**src/rtl/seq_timer.sv**
```systemverilog
// Saturating wait-state timer. expired is high in the cycle during which the
// number of cycles spent in the current wait state reaches LIMIT.
module seq_timer #(
  parameter int LIMIT = 1000
) (
  input  logic clk,
  input  logic rst_n,
  input  logic clr,
  input  logic en,
  output logic expired
);

  localparam int W = (LIMIT < 1) ? 1 : $clog2(LIMIT + 1);
  localparam logic [W-1:0] LIM = W'(LIMIT);

  logic [W-1:0] cnt;
  logic [W-1:0] cnt_eff;

  // cnt_eff includes the current cycle, so the first cycle of a state reads 1
  always_comb begin
    cnt_eff = clr ? W'(1) : cnt;
    expired = en && (cnt_eff == LIM);
  end

  always_ff @(posedge clk or negedge rst_n) begin
    if (!rst_n)               cnt <= '0;
    else if (!en)             cnt <= '0;
    else if (cnt_eff != LIM)  cnt <= cnt_eff + W'(1);
    else                      cnt <= cnt_eff;
  end

endmodule

```
**config.mk**
```make
export PLATFORM = sky130hd
export DESIGN_NAME = seq_timer
export DESIGN_NICKNAME = d
export VERILOG_FILES = /design/src/rtl/seq_timer.sv
export SDC_FILE = /design/constraint.sdc
export NUM_CORES = 1
export LEC_CHECK = 0
export CORE_AREA = 2 2 39 41
export DETAILED_ROUTE_END_ITERATION = 8
export DIE_AREA = 0 0 41 43
export PLACE_DENSITY_LB_ADDON = 0.3
export SYNTH_ARGS = -nofsm -noshare
export SYNTH_HDL_FRONTEND = slang
export SYNTH_SLANG_ARGS = --single-unit
```
**constraint.sdc**
```tcl
create_clock -name clk -period 1.7 [get_ports clk]
set_input_delay 0.51 -clock clk [delete_from_list [all_inputs] [get_ports clk]]
set_output_delay 0.51 -clock clk [all_outputs]
set_load 0.1 [all_outputs]
```
==> out/results.tsv <==
stage	metric	value	unit
clock_tree	clock latency on the worst-skew pair	0.26	ns
clock_tree	CTS Root Cell	clkbuf_4	
logic_synthesis	top cells by area, synth	dfrtp_1 43%, xnor2_1 7.5%, nor2_1 5.8%	
logic_synthesis	Synth async-reset ratio	1.00	
timing	worst slew pin tran	0.467	ns
die	Die X	41	um
global_route	pin count of the biggest net entering global routing	11	
die	initial core utilization	0.420	
critical_path	crit end category	output pin	
timing	Final Hold Viols	0	
clock_tree	CTS buffer count	3	
power_and_ir_drop	Peak VDD IR	0.000452	V
final_layout	nets@finish	84	
logic_synthesis	share of the synthesized area in the top cell type	0.431	
routing	DRT Wirelength	1.16	mm
routing	routed len/inst	12.3	um
timing	final worst path period share	1.15	
critical_path	crit-path cells	nor4b_4 -> nand4bb_4 -> nor2_4 -> buf_12	
die	num ports	5	
timing	worst hold slack	0.558	ns
final_layout	Reg with most FFs	cnt	
clock_tree	CTS tree	built	
power_and_ir_drop	Pwr Density	624	mW/mm^2
global_route	global-route wire length before repair	2.08	mm
routing	DRC Markers	0	
logic_synthesis	Avg Inst Size Synth	10.2	um^2
die	Row Count	14	
logic_synthesis	Post-synth EDFFs	0	
critical_path	CP Launch Type	register	
timing	crit path time final	1.95	ns
routing	via/cell ratio	4.79	
logic_synthesis	Syn Nets	62	
global_route	GR Overflow Total	0	
logic_synthesis	Post-Syn Area	581	um^2
placed_design	routability congestion estimate	0.833	
logic_synthesis	Cells after Synth	57	
worst_hold_path	worst hold path class	register to register	
clock_tree	clk sinks	10	
timing	RSZ-0062 raised after global routing	yes	
critical_path	r2r setup slk	0.10	ns
global_route	antenna violations before repair	0	
critical_path	Critical Path RT	1.19	ns
routing	antenna viol nets, final	0	
critical_path	critical path peak fanout	2	
logic_synthesis	Synth area leader	dfrtp_1	
clock_tree	H-tree depth	1	
global_route	vias in the first global route	470	
timing	Setup TNS Final	-0.248	ns
timing	clock skew	0.00259	ns
critical_path	max incr delay on CP	0.42	ns
logic_synthesis	post-synthesis sequential area ratio	0.431	
final_layout	antenna cells	0	
die	core footprint	0.00138	mm^2
die	die height	43	um
logic_synthesis	synthesized flop and latch total	10	
logic_synthesis	Yosys cell types	24	
power_and_ir_drop	Lkg Pwr	0.403	nW
routing	via count of the routed design	450	
logic_synthesis	synth cell count leaders	10 x dfrtp_1, 9 x nor2_1, 5 x nand3_1, 5 x xnor2_1, 4 x nor3_1	
placed_design	placed wire-length estimate	958	um
timing	max-slew violations	0	
critical_path	Worst path slowest cell	dfrtp_1	
critical_path	arrival time worst endpoint	1.44	ns
final_layout	layout cells sized above 1	0.359	
timing	FMAX	0.513	GHz
placed_design	PortBufs	4	
logic_synthesis	Synth Warn #	0	
timing	Slew headroom	0.687	
status	status	finished with violations	
flow_run	max cap viols	0	
logic_synthesis	Synth Flop Type	dfrtp_1	
logic_synthesis	top-count cell post-synth	dfrtp_1	
routing	drt pass-1 iters	3	
timing	Finish-stage setup viols	1	
critical_path	critical path class	register to output pin	
status	failing checks	setup timing	
final_layout	largest registers	cnt (10)	
global_route	total global-route track usage	0.174	
final_layout	Area Overhead vs Synth	40.3	%
die	Die ar.	0.00176	mm^2
clock_tree	Max clock buf depth	2	
clock_tree	Worst-path clk slew	0.07	ns
routing	Iteration-0 DRC Markers	4	
final_layout	number of flip-flops in the largest register	10	
timing	slack of the critical path	-0.248	ns
## where the power goes
part           switching [mW]  internal, mW  leakage [nW]
sequential            0.00464         0.242         0.137
clock                  0.0812         0.130        0.0210
combinational          0.0240        0.0263         0.244
## logic make-up (layout without fill, tap and decap cells)
family | Yosys count | count (layout) | share of synthesized area
xor+xnor | 7 | 7 | 0.106
buf+inv | 1 | 22 | 0.00646
flops | 10 | 10 | 0.431
fa+ha+maj | 1 | 1 | 0.0215
compound gates | 2 | 2 | 0.0215
simple gates | 36 | 36 | 0.414
## worst paths after layout
kind | startpoint | to | depth (start not counted)
max in group asynchronous | rst_n | cnt[6] | 1
min in group asynchronous | rst_n | cnt[1] | 1
setup / recovery | cnt[0] | expired | 4
hold reg to reg | cnt[8] | cnt[8] | 2
setup reg to reg | cnt[0] | cnt[6] | 7
hold / removal | cnt[8] | cnt[8] | 2
## per-layer routing
metal / wire length, um / vias up / GRT usage
li1: - / 237 / -
met1: 555 / 209 / 0.246
met2: 583 / 4 / 0.269
met3: 19 / 0 / 0.0471
met4: 0 / 0 / 0.0200
met5: 0 / - / 0
## critical path: cells and delay by family (launching register included)
kind          cells  cell delay (ns)
simple gates      3             0.58
buf+inv           1             0.18
flops             1             0.42
## cells in the final DEF, fill, tap and decap left out, types with 2 or more instances in the layout
master and n:
and2b_1 3, nor2_1 8, xnor2_1 5, clkdlybuf4s50_1 2, nor3_1 4, xor2_1 2, and3_1 2, dfrtp_1 10
clkbuf_4 3, nand3_1 5, nand2_1 2, buf_4 13
## through the flow
step	std cells	power, mW	util	setup slack [ns]	area, um^2
finish	94	0.508	0.589	-0.248	815
global route	94	0.539	0.589	-0.325	815
CTS	94	0.515	0.587	-0.266	812
detailed placement	89	0.302	0.559	-0.640	773
global placement	89	0.303	0.559	-0.613	773
floorplan	57	0.270	-	-0.238	613
## area by class of cell
class | count | area, um^2
multi-input cells | 46 | 362
well taps | 16 | 20.0
fillers | 128 | 569
flip-flops and latches | 10 | 250
clock buffers | 4 | 36.3
repair buffers | 17 | 143
inverters | 1 | 3.75
## what timing repair did
item	4_1_cts	5_1_grt
setup endpoints to repair	7	2
pin swaps	2	0
hold buffers	0	0
buffers inserted	1	0
gates resized for setup	4	1
(Power assumes the default switching activity.)
